## src/rtl/sap1_controller.sv

```systemverilog
// SAP-1 control sequencer.
// Walks a six-step T-cycle ring (T1-T3 fetch, T4-T6 execute), decodes the
// IR opcode nibble during execute and owns every bus-source enable plus all
// register load/increment strobes of the datapath. Outputs are Moore-decoded
// from the registered T-state, qualified by the opcode during T4-T6.
module sap1_controller (
    input  logic       clk_i,
    input  logic       rst_i,
    input  logic       run_i,
    input  logic [3:0] opcode_i,
    output logic       pc_en_o,
    output logic       ram_en_o,
    output logic       ir_en_o,
    output logic       accu_en_o,
    output logic       adder_en_o,
    output logic       sub_o,
    output logic       pc_inc_o,
    output logic       mar_load_o,
    output logic       ir_load_o,
    output logic       accu_load_o,
    output logic       breg_load_o,
    output logic       out_load_o,
    output logic [5:0] t_state_o,
    output logic       halted_o
);

    // Instruction set
    localparam logic [3:0] OP_LDA = 4'b0000;
    localparam logic [3:0] OP_ADD = 4'b0001;
    localparam logic [3:0] OP_SUB = 4'b0010;
    localparam logic [3:0] OP_OUT = 4'b1110;
    localparam logic [3:0] OP_HLT = 4'b1111;

    // Sequencer states; code 7 is unused and recovers to T1
    localparam logic [2:0] S_T1   = 3'd0;
    localparam logic [2:0] S_T2   = 3'd1;
    localparam logic [2:0] S_T3   = 3'd2;
    localparam logic [2:0] S_T4   = 3'd3;
    localparam logic [2:0] S_T5   = 3'd4;
    localparam logic [2:0] S_T6   = 3'd5;
    localparam logic [2:0] S_HALT = 3'd6;

    // One bundle for every datapath control line so decode and gating
    // treat them uniformly
    typedef struct packed {
        logic pc_en;
        logic ram_en;
        logic ir_en;
        logic accu_en;
        logic adder_en;
        logic sub;
        logic pc_inc;
        logic mar_load;
        logic ir_load;
        logic accu_load;
        logic breg_load;
        logic out_load;
    } ctrl_t;

    logic [2:0] state_q;
    logic [2:0] state_d;
    ctrl_t      ctrl_raw;
    ctrl_t      ctrl;

    // Next T-state: advance only while running; HLT diverts T4 into HALT,
    // and HALT is left only through reset
    always_comb begin
        state_d = state_q;
        if (state_q == S_HALT) begin
            state_d = S_HALT;
        end else if (run_i) begin
            case (state_q)
                S_T1:    state_d = S_T2;
                S_T2:    state_d = S_T3;
                S_T3:    state_d = S_T4;
                S_T4:    state_d = (opcode_i == OP_HLT) ? S_HALT : S_T5;
                S_T5:    state_d = S_T6;
                S_T6:    state_d = S_T1;
                default: state_d = S_T1;
            endcase
        end
    end

    // State register with synchronous reset back to T1
    always_ff @(posedge clk_i) begin
        if (rst_i) begin
            state_q <= S_T1;
        end else begin
            state_q <= state_d;
        end
    end

    // Control decode: fetch is opcode-independent, execute looks at the
    // opcode. Each step enables at most one bus source by construction.
    always_comb begin
        ctrl_raw = '0;
        case (state_q)
            S_T1: begin
                ctrl_raw.pc_en    = 1'b1;
                ctrl_raw.mar_load = 1'b1;
            end
            S_T2: begin
                ctrl_raw.pc_inc = 1'b1;
            end
            S_T3: begin
                ctrl_raw.ram_en  = 1'b1;
                ctrl_raw.ir_load = 1'b1;
            end
            S_T4: begin
                case (opcode_i)
                    OP_LDA, OP_ADD, OP_SUB: begin
                        ctrl_raw.ir_en    = 1'b1;
                        ctrl_raw.mar_load = 1'b1;
                    end
                    OP_OUT: begin
                        ctrl_raw.accu_en  = 1'b1;
                        ctrl_raw.out_load = 1'b1;
                    end
                    default: ctrl_raw = '0;
                endcase
            end
            S_T5: begin
                case (opcode_i)
                    OP_LDA: begin
                        ctrl_raw.ram_en    = 1'b1;
                        ctrl_raw.accu_load = 1'b1;
                    end
                    OP_ADD, OP_SUB: begin
                        ctrl_raw.ram_en    = 1'b1;
                        ctrl_raw.breg_load = 1'b1;
                    end
                    default: ctrl_raw = '0;
                endcase
            end
            S_T6: begin
                if (opcode_i == OP_ADD || opcode_i == OP_SUB) begin
                    ctrl_raw.adder_en  = 1'b1;
                    ctrl_raw.accu_load = 1'b1;
                    ctrl_raw.sub       = (opcode_i == OP_SUB);
                end
            end
            default: ctrl_raw = '0;
        endcase
    end

    // Suppress all strobes during reset and pause so a held state never
    // loads or increments twice; HALT already decodes to all-zero
    always_comb begin
        ctrl = ctrl_raw;
        if (rst_i || !run_i) begin
            ctrl = '0;
        end
    end

    // One-hot T-state view; blank in HALT, forced to T1 while in reset
    always_comb begin
        t_state_o = 6'b000000;
        if (rst_i) begin
            t_state_o = 6'b000001;
        end else begin
            case (state_q)
                S_T1:    t_state_o = 6'b000001;
                S_T2:    t_state_o = 6'b000010;
                S_T3:    t_state_o = 6'b000100;
                S_T4:    t_state_o = 6'b001000;
                S_T5:    t_state_o = 6'b010000;
                S_T6:    t_state_o = 6'b100000;
                default: t_state_o = 6'b000000;
            endcase
        end
    end

    assign halted_o    = !rst_i && (state_q == S_HALT);

    assign pc_en_o     = ctrl.pc_en;
    assign ram_en_o    = ctrl.ram_en;
    assign ir_en_o     = ctrl.ir_en;
    assign accu_en_o   = ctrl.accu_en;
    assign adder_en_o  = ctrl.adder_en;
    assign sub_o       = ctrl.sub;
    assign pc_inc_o    = ctrl.pc_inc;
    assign mar_load_o  = ctrl.mar_load;
    assign ir_load_o   = ctrl.ir_load;
    assign accu_load_o = ctrl.accu_load;
    assign breg_load_o = ctrl.breg_load;
    assign out_load_o  = ctrl.out_load;

endmodule

```

## config.mk

```make
export PLATFORM = sky130hd
export DESIGN_NAME = sap1_controller
export DESIGN_NICKNAME = d
export VERILOG_FILES = /design/src/rtl/sap1_controller.sv
export SDC_FILE = /design/constraint.sdc
export NUM_CORES = 1
export LEC_CHECK = 0
export BUFFER_PORTS_ARGS = -buffer_cell sky130_fd_sc_hd__buf_2
export CAP_MARGIN = 15
export CORE_AREA = 2 2 39 41
export CTS_CLUSTER_DIAMETER = 120
export DETAILED_ROUTE_END_ITERATION = 8
export DIE_AREA = 0 0 41 43
export PLACE_DENSITY = 0.7
export SLEW_MARGIN = 20
export SYNTH_ARGS = -nofsm -noshare
export SYNTH_HDL_FRONTEND = slang
export SYNTH_SLANG_ARGS = --single-unit
```

## constraint.sdc

```tcl
create_clock -name clk_i -period 1.01 [get_ports clk_i]
set_clock_uncertainty 0.15 [all_clocks]
set_input_delay 0.0505 -clock clk_i [delete_from_list [all_inputs] [get_ports clk_i]]
set_output_delay 0.0505 -clock clk_i [all_outputs]
set_load 0.01 [all_outputs]
```

==> results of run 1 <==
worst register-to-register path: stages, from the launching register on:
cell and delay (ps):
sky130_fd_sc_hd__dfxtp_4 410, sky130_fd_sc_hd__buf_6 140, sky130_fd_sc_hd__nand2_4 50, sky130_fd_sc_hd__a211o_1 280, sky130_fd_sc_hd__a21oi_2 130
cell usage in the layout, fill, tap and decap left out, drive strengths merged, types with 3 or more instances in the layout:
| cell | n |
|---|---|
| buf | 40 |
| nand2 | 7 |
| nand3b | 3 |
| dfxtp | 3 |
| nand2b | 5 |
| nor3 | 4 |
| clkbuf | 4 |
| nor2 | 11 |
| a21oi | 5 |
path summary, 6_finish.rpt:
kind,start,cells after the start,slack (ps),end
worst max-delay path,state_q[2]$_SDFFE_PP0P_,4,-400,ram_en_o
worst min-delay path,rst_i,3,40,state_q[0]$_SDFFE_PP0P_
worst min register to register,state_q[2]$_SDFFE_PP0P_,3,530,state_q[2]$_SDFFE_PP0P_
worst max register to register,state_q[0]$_SDFFE_PP0P_,4,-230,state_q[1]$_SDFFE_PP0P_
stage by stage:
step	instances	cell area (um^2)	hold WS [ps]	power (mW)	TNS, ps
4_1_cts	115	870	39.9	0.592	-6710
6_report	115	896	44.0	0.587	-6510
3_5_place_dp	105	708	276	0.323	-3230
3_3_place_gp	105	708	277	0.320	-2690
2_1_floorplan	61	531	51.6	0.271	-621
5_1_grt	115	896	62.8	0.625	-7670
layout make-up:
type,count,area share
multi-input cells,52,0.547
well taps,16,0.0223
repair buffers,40,0.321
flip-flops and latches,3,0.0796
clock buffers,4,0.0293
cell families (layout without fill, tap and decap cells):
group | Yosys count | count (layout) | synth area share
flops | 3 | 3 | 0.150
simple gates | 41 | 41 | 0.577
mux | 1 | 1 | 0.0251
compound gates | 8 | 8 | 0.116
xor+xnor | 2 | 2 | 0.0439
buf+inv | 6 | 44 | 0.0878
power breakdown:
part | leakage [nW] | total, mW | switching [mW] | internal [mW]
Sequential | 0.0267 | 0.139 | 0.0176 | 0.122
Combinational | 0.353 | 0.240 | 0.122 | 0.119
Clock | 0.0150 | 0.208 | 0.0601 | 0.148
layer usage:
| metal | vias up | track usage | routed length, um |
|---|---|---|---|
| met5 | - | 0 | 0 |
| met4 | 0 | 0.0800 | 0 |
| met3 | 0 | 0.0209 | 52 |
| met2 | 11 | 0.319 | 830 |
| met1 | 260 | 0.209 | 585 |
| li1 | 284 | - | - |
what timing repair did:
item,4_1_cts,5_1_grt
pin swaps,15,6
setup endpoints to repair,22,22
hold buffers,0,0
resized for setup,23,8
setup buffers,6,1
==> Flow_metrics.wiki, run 1 <==
{| class="wikitable"
! Metric !! Value
|-
| Largest stage delay on the critical path || 370 ps
|-
| Top-level port count || 26
|-
| Antenna cell count || 0
|-
| WP data required || 810 ps
|-
| Net count reported at finish || 107
|-
| Power density of the placed cells || 656 nW/um^2
|-
| FF/Latch Area || roughly 71 um^2
|-
| Via-per-instance ratio || 4.83
|-
| Max Transition Viols Final || 0
|-
| Total via count in the routed design || around 560
|-
| Crit path time final || 1410 ps
|-
| # DRC || 0
|-
| Area leader, netlist || sky130_fd_sc_hd__dfxtp_1
|-
| Share of flip-flops with an asynchronous set or reset after synthesis || 0
|-
| Achievable Freq || 707 MHz
|-
| Count of buffering cells on the critical path with inverters included || 1
|-
| Final weighted congestion in routability-driven placement || about 0.73
|-
| Portion of synthesized cell area occupied by the leading cell type || 0.150
|-
| Overflow after GRT || 0
|-
| DIE WIDTH || 41 um
|-
| Peak supply drop || between 700 and 800 uV
|-
| Registers with the most flip-flops || state_q (3)
|-
| Register with the most flip-flops || state_q
|-
| Input/output buffers || 25
|-
| Mapped Area || 399 um^2
|-
| Unrepaired setup endpoints after global routing || yes
|-
| Worst-path fanout max || 4
|-
| Root Buffer || sky130_fd_sc_hd__clkbuf_4
|-
| Overall routed net length || around 1500 um
|-
| Post-route clock period utilization || 1.40
|-
| Clock buffer depth || 2
|-
| Ys Warns || 0
|-
| Number of cells produced by synthesis || 61
|-
| Transition time at the pin with the least slew margin || 281 ps
|-
| Cell family contributing the most delay on the critical path || simple AND/OR/NAND/NOR gates
|-
| Number of fillers in the final layout || 118
|-
| Number of flip-flops under the largest register name || 3
|-
| Endpoints failing hold || 0
|-
| Worst Setup Path Type || reg -> out
|-
| Initial DRC Count || 6
|-
| Clock tree from TritonCTS || yes
|-
| Most used standard cell by instance count after synthesis || sky130_fd_sc_hd__nor2_1
|-
| Area taken by multi-input logic gates || 490 um^2
|-
| Cell with the biggest individual delay on the critical path || sky130_fd_sc_hd__dfxtp_4
|-
| Yosys cell types || 24
|-
| Worst EP arrival || 1210 ps
|-
| Pin count of the biggest net entering global routing || 10
|-
| Source-to-sink clock delay at the later pin of the worst-skew pair || 230 ps
|-
| Flop and latch count out of synthesis || 3
|-
| Area inside the core boundary || 1380 um^2
|-
| Via count of the first global-routing pass || slightly below 600
|-
| Initial antenna violation count || 0
|-
| Worst max-slew margin expressed relative to the limit || 0.812
|-
| Leading register cell type out of synthesis || sky130_fd_sc_hd__dfxtp_1
|-
| Count of final setup violators || 22
|-
| # H-tree levels || 1
|-
| Die Span Y || 43 um
|-
| Post-synth net total || 68
|-
| Number of rows in the core area || 14
|-
| Initial core utilization || 0.288
|-
| Post-route ant nets || 0
|-
| Post-layout worst setup margin || -405 ps
|-
| Outcome || finished, violations left
|-
| Max cap viols || 0
|-
| Cells taking the most area after synthesis || sky130_fd_sc_hd__dfxtp_1 15%, sky130_fd_sc_hd__nor2_1 10%, sky130_fd_sc_hd__nand2b_1 7.8%
|-
| Worst setup slack after placement || -237 ps
|-
| Layout cell share with drive strength beyond 1 || 0.788
|-
| Router iterations before antenna repair || 4
|-
| Die area || between 1500 and 2000 um^2
|-
| Count of clock tree sinks || 3
|-
| Synthesized area divided by synthesized cell count || approximately 6.5 um^2
|-
| Number of enable-type register cells in the synthesized netlist || 0
|-
| Most used standard cells in the synthesized netlist || 11 x sky130_fd_sc_hd__nor2_1, 6 x sky130_fd_sc_hd__nand2_1, 5 x sky130_fd_sc_hd__a21oi_1, 5 x sky130_fd_sc_hd__nand2b_1
|-
| Tot GR Track Use || 0.184
|-
| Cell Chain, Critical Path || nor3b_4, a21oi_2, nor3b_2, buf_2
|-
| Post-synthesis sequential area ratio || 0.150
|-
| Layout area overhead || 124%
|-
| Routed wirelength normalized by instance count || ~13 um
|-
| Clk slew on worst S/H paths || around 40 ps
|-
| Worst min-delay path category || in -> reg
|-
| Nature of the critical path startpoint || flop
|-
| Capturing element type of the critical path || output port
|-
| Hpwl dp || 977 um
|-
| Wire length of the first global-routing pass || 2260 um
|-
| Util after Layout || 0.647
|-
| Leak || 0.395 nW
|-
| Num CTS Buffers || 3
|-
| Violations in the final reports || negative setup slack
|}
Note: power is estimated with default switching activity, not from simulation.
==> run 2, diff against run 1 <==
clock period = 1.21 ns   (was 1.01 ns; I/O delays follow)
==> run 2 against run 1 <==
The flow still finishes with violations (negative setup slack). Sequential power down 17%. Hold slack worse by 7.2 ps. First-iteration DRC count up 33%. Utilization down 4.3 points. Combinational power down 23%. Largest cell class unchanged. Largest power group unchanged.
==> Flow_metrics.wiki, run 2 (synthesis gave the netlist of run 1 again) <==
{| class="wikitable"
! Metric !! Value
|-
| Capturing element type of the critical path || output port (unchanged)
|-
| Met1 Use GR || 0.186 (was 0.209)
|-
| Pin count of the biggest net entering global routing || 12 (was 10)
|-
| Count of clock tree sinks || 3 (unchanged)
|-
| Clock tree from TritonCTS || yes (unchanged)
|-
| Endpoints failing hold || 0 (unchanged)
|-
| Transition time at the pin with the least slew margin || 194 ps (was 281 ps)
|-
| Register with the most flip-flops || state_q (unchanged)
|-
| Top-level port count || 26 (unchanged)
|-
| Clock buffer depth || 2 (unchanged)
|-
| Max cap viols || 0 (unchanged)
|-
| Clk slew on worst S/H paths || 30 ps (was 40 ps)
|-
| Commonest non-fill, non-tap cells in the layout || 24 x sky130_fd_sc_hd__buf_2, 9 x sky130_fd_sc_hd__buf_4, 6 x sky130_fd_sc_hd__nor2_1, 6 x sky130_fd_sc_hd__buf_6, 5 x sky130_fd_sc_hd__nand2_1 (was 22 x sky130_fd_sc_hd__buf_2, 9 x sky130_fd_sc_hd__buf_4, 8 x sky130_fd_sc_hd__buf_6)
|-
| Crit path time final || 1450 ps
|-
| Portion of total power attributed to the clock network || 0.360 (was 0.354)
|-
| Initial core utilization || 0.288 (unchanged)
|-
| Routed wirelength normalized by instance count || 13.7 um (was 12.8 um)
|-
| Layout cell share with drive strength beyond 1 || 0.693 (was 0.788)
|-
| DIE WIDTH || 41 um (unchanged)
|-
| Max Transition Viols Final || 0 (unchanged)
|-
| Total via count in the routed design || 590 (was 555)
|-
| Tot GR Track Use || 0.165 (was 0.184)
|-
| Via count of the first global-routing pass || 482 (was 581)
|-
| Net switching power of the design || 0.152 mW (was 0.199 mW)
|-
| Cell with the biggest individual delay on the critical path || sky130_fd_sc_hd__dfxtp_2 (was sky130_fd_sc_hd__dfxtp_4)
|-
| Worst Setup Path Type || reg -> out (unchanged)
|-
| M3 GR Usage || 0.0209 (unchanged)
|-
| Combinational Power Share || 0.394 (was 0.409)
|-
| Hpwl dp || 870 um (was 977 um)
|-
| Die area || 1760 um^2 (unchanged)
|-
| Worst-path fanout max || 5 (was 4)
|-
| Largest stage delay on the critical path || 320 ps (was 370 ps)
|-
| Cell Chain, Critical Path || buf_4, buf_8, nor4_2, buf_2 (was nor3b_4, a21oi_2, nor3b_2, buf_2)
|-
| # H-tree levels || 1 (unchanged)
|-
| Via-per-instance ratio || 5.04 (was 4.83)
|-
| Layout area overhead || 109% (was 124%)
|-
| Root Buffer || sky130_fd_sc_hd__clkbuf_4 (unchanged)
|-
| Violations in the final reports || negative setup slack (unchanged)
|-
| Overflow after GRT || 0 (unchanged)
|-
| Post-layout worst setup margin || -242 ps (was -405 ps)
|-
| Switching share of power || 0.322 (was 0.339)
|-
| Worst max-slew margin expressed relative to the limit || 0.870 (was 0.812)
|-
| Cell family contributing the most delay on the critical path || buffers and inverters (was simple AND/OR/NAND/NOR gates)
|-
| Wire length of the first global-routing pass || 1990 um (was 2260 um)
|-
| Area inside the core boundary || 1380 um^2 (unchanged)
|-
| Power density of the placed cells || 565 nW/um^2 (was 656 nW/um^2)
|-
| Cell-internal power || 0.320 mW (was 0.388 mW)
|-
| Number of rows in the core area || 14 (unchanged)
|-
| Input/output buffers || 25 (unchanged)
|-
| Grt peak-use layer || met2 (unchanged)
|-
| Initial DRC Count || 8 (was 6)
|-
| Count of final setup violators || 22 (unchanged)
|-
| Count of placed standard cells including taps || 103 (was 105)
|-
| Commonest non-fill, non-tap cell in the layout || sky130_fd_sc_hd__buf_2 (unchanged)
|-
| Unrepaired setup endpoints after global routing || yes (unchanged)
|-
| Initial antenna violation count || 0 (unchanged)
|-
| Antenna cell count || 0 (unchanged)
|-
| Final TNS setup || -3420 ps (was -6510 ps)
|-
| Final weighted congestion in routability-driven placement || 0.780 (was 0.728)
|-
| Registers with the most flip-flops || state_q (3) (unchanged)
|-
| Overall routed net length || 1600 um (was 1470 um)
|-
| # DRC || 0 (unchanged)
|-
| Final non-filler cell total || 117 (was 115)
|-
| Outcome || finished, violations left (unchanged)
|-
| Source-to-sink clock delay at the later pin of the worst-skew pair || 230 ps (about the same)
|-
| Number of flip-flops under the largest register name || 3 (unchanged)
|-
| Leak || 0.409 nW (was 0.395 nW)
|-
| Achievable Freq || 689 MHz
|-
| Post-route ant nets || 0 (unchanged)
|-
| Num CTS Buffers || 3 (unchanged)
|-
| Register share of total power || 0.246 (was 0.237)
|-
| Router iterations before antenna repair || 4 (unchanged)
|-
| Die Span Y || 43 um (unchanged)
|-
| Net count reported at finish || 109 (was 107)
|-
| Post-route clock period utilization || 1.20
|-
| Peak supply drop || 617 uV (was 713 uV)
|-
| Worst min-delay path category || in -> reg (unchanged)
|-
| Worst setup slack after placement || -57.4 ps (was -237 ps)
|-
| Util after Layout || 0.604 (was 0.647)
|-
| Nature of the critical path startpoint || flop (unchanged)
|-
| Count of buffering cells on the critical path with inverters included || 3 (was 1)
|-
| Met2 track demand over resource || 0.269 (was 0.319)
|-
| Worst EP arrival || 1240 ps (was 1210 ps)
|-
| WP data required || 1000 ps (was 810 ps)
|}
-- run 2: cell types whose count changed in the layout (fill, tap and decap cells not counted), moves of 2 or more --
| cell | change |
|---|---|
| sky130_fd_sc_hd__nor4_2 | +2 |
| sky130_fd_sc_hd__buf_2 | +2 |
| sky130_fd_sc_hd__a21oi_1 | +2 |
| sky130_fd_sc_hd__buf_6 | -2 |
| sky130_fd_sc_hd__nor2_2 | -2 |
| sky130_fd_sc_hd__nor2_1 | +3 |
| sky130_fd_sc_hd__nor4_4 | -2 |
-- run 2: power by group through the flow --
stage	Clock, mW	Sequential, mW	Combinational [mW]
global route	0.191	0.117	0.200
finish	0.170	0.116	0.186
floorplan	0	0.108	0.0830
CTS	0.182	0.114	0.152
global placement	0	0.115	0.117
detailed placement	0	0.116	0.119
-- run 2: worst reg2reg max path, cell delays in order, from the launching register on --
cell and delay, ps:
sky130_fd_sc_hd__dfxtp_2 320, sky130_fd_sc_hd__buf_4 150, sky130_fd_sc_hd__clkbuf_16 150, sky130_fd_sc_hd__buf_4 130, sky130_fd_sc_hd__a211o_1 260, sky130_fd_sc_hd__a21oi_1 110
-- run 2: layout make-up --
type / count / area (um^2)
flip-flops and latches: 3 / 68.8
multi-input cells: 52 / 415
well taps: 16 / 20.0
clock buffers: 4 / 26.3
fillers: 125 / 548
repair buffers: 42 / 305
-- run 2: path summary, 6_finish.rpt --
path                           start  slack, ps  depth (start not counted)                       to
min                            run_i         40                          3  state_q[0]$_SDFFE_PP0P_
max          state_q[2]$_SDFFE_PP0P_       -240                          4                accu_en_o
max reg2reg  state_q[2]$_SDFFE_PP0P_       -130                          5  state_q[1]$_SDFFE_PP0P_
min reg2reg  state_q[2]$_SDFFE_PP0P_        480                          3  state_q[2]$_SDFFE_PP0P_
-- run 2: through the flow --
stage | total power, mW | instance area, um^2 | hold WS, ps
final | 0.472 | 836 | 36.7
after global placement | 0.232 | 562 | 219
after detailed placement | 0.235 | 562 | 228
after CTS | 0.448 | 701 | 10.1
after global routing | 0.508 | 836 | 55.9
after floorplan | 0.191 | 399 | 69.8
-- run 2: routing by layer --
metal,routed length [um],up-vias
li1,-,290
met1,606,273
met5,0,-
met2,857,19
met4,71,0
met3,66,8
-- run 2: repair_timing --
item	in CTS	in global routing
cloned	0	1
resized for setup	20	21
setup endpoints to repair	20	21
hold buffers	1	0
pin swaps	14	11
endpoints found under the hold margin	1	0
buffers inserted	4	4
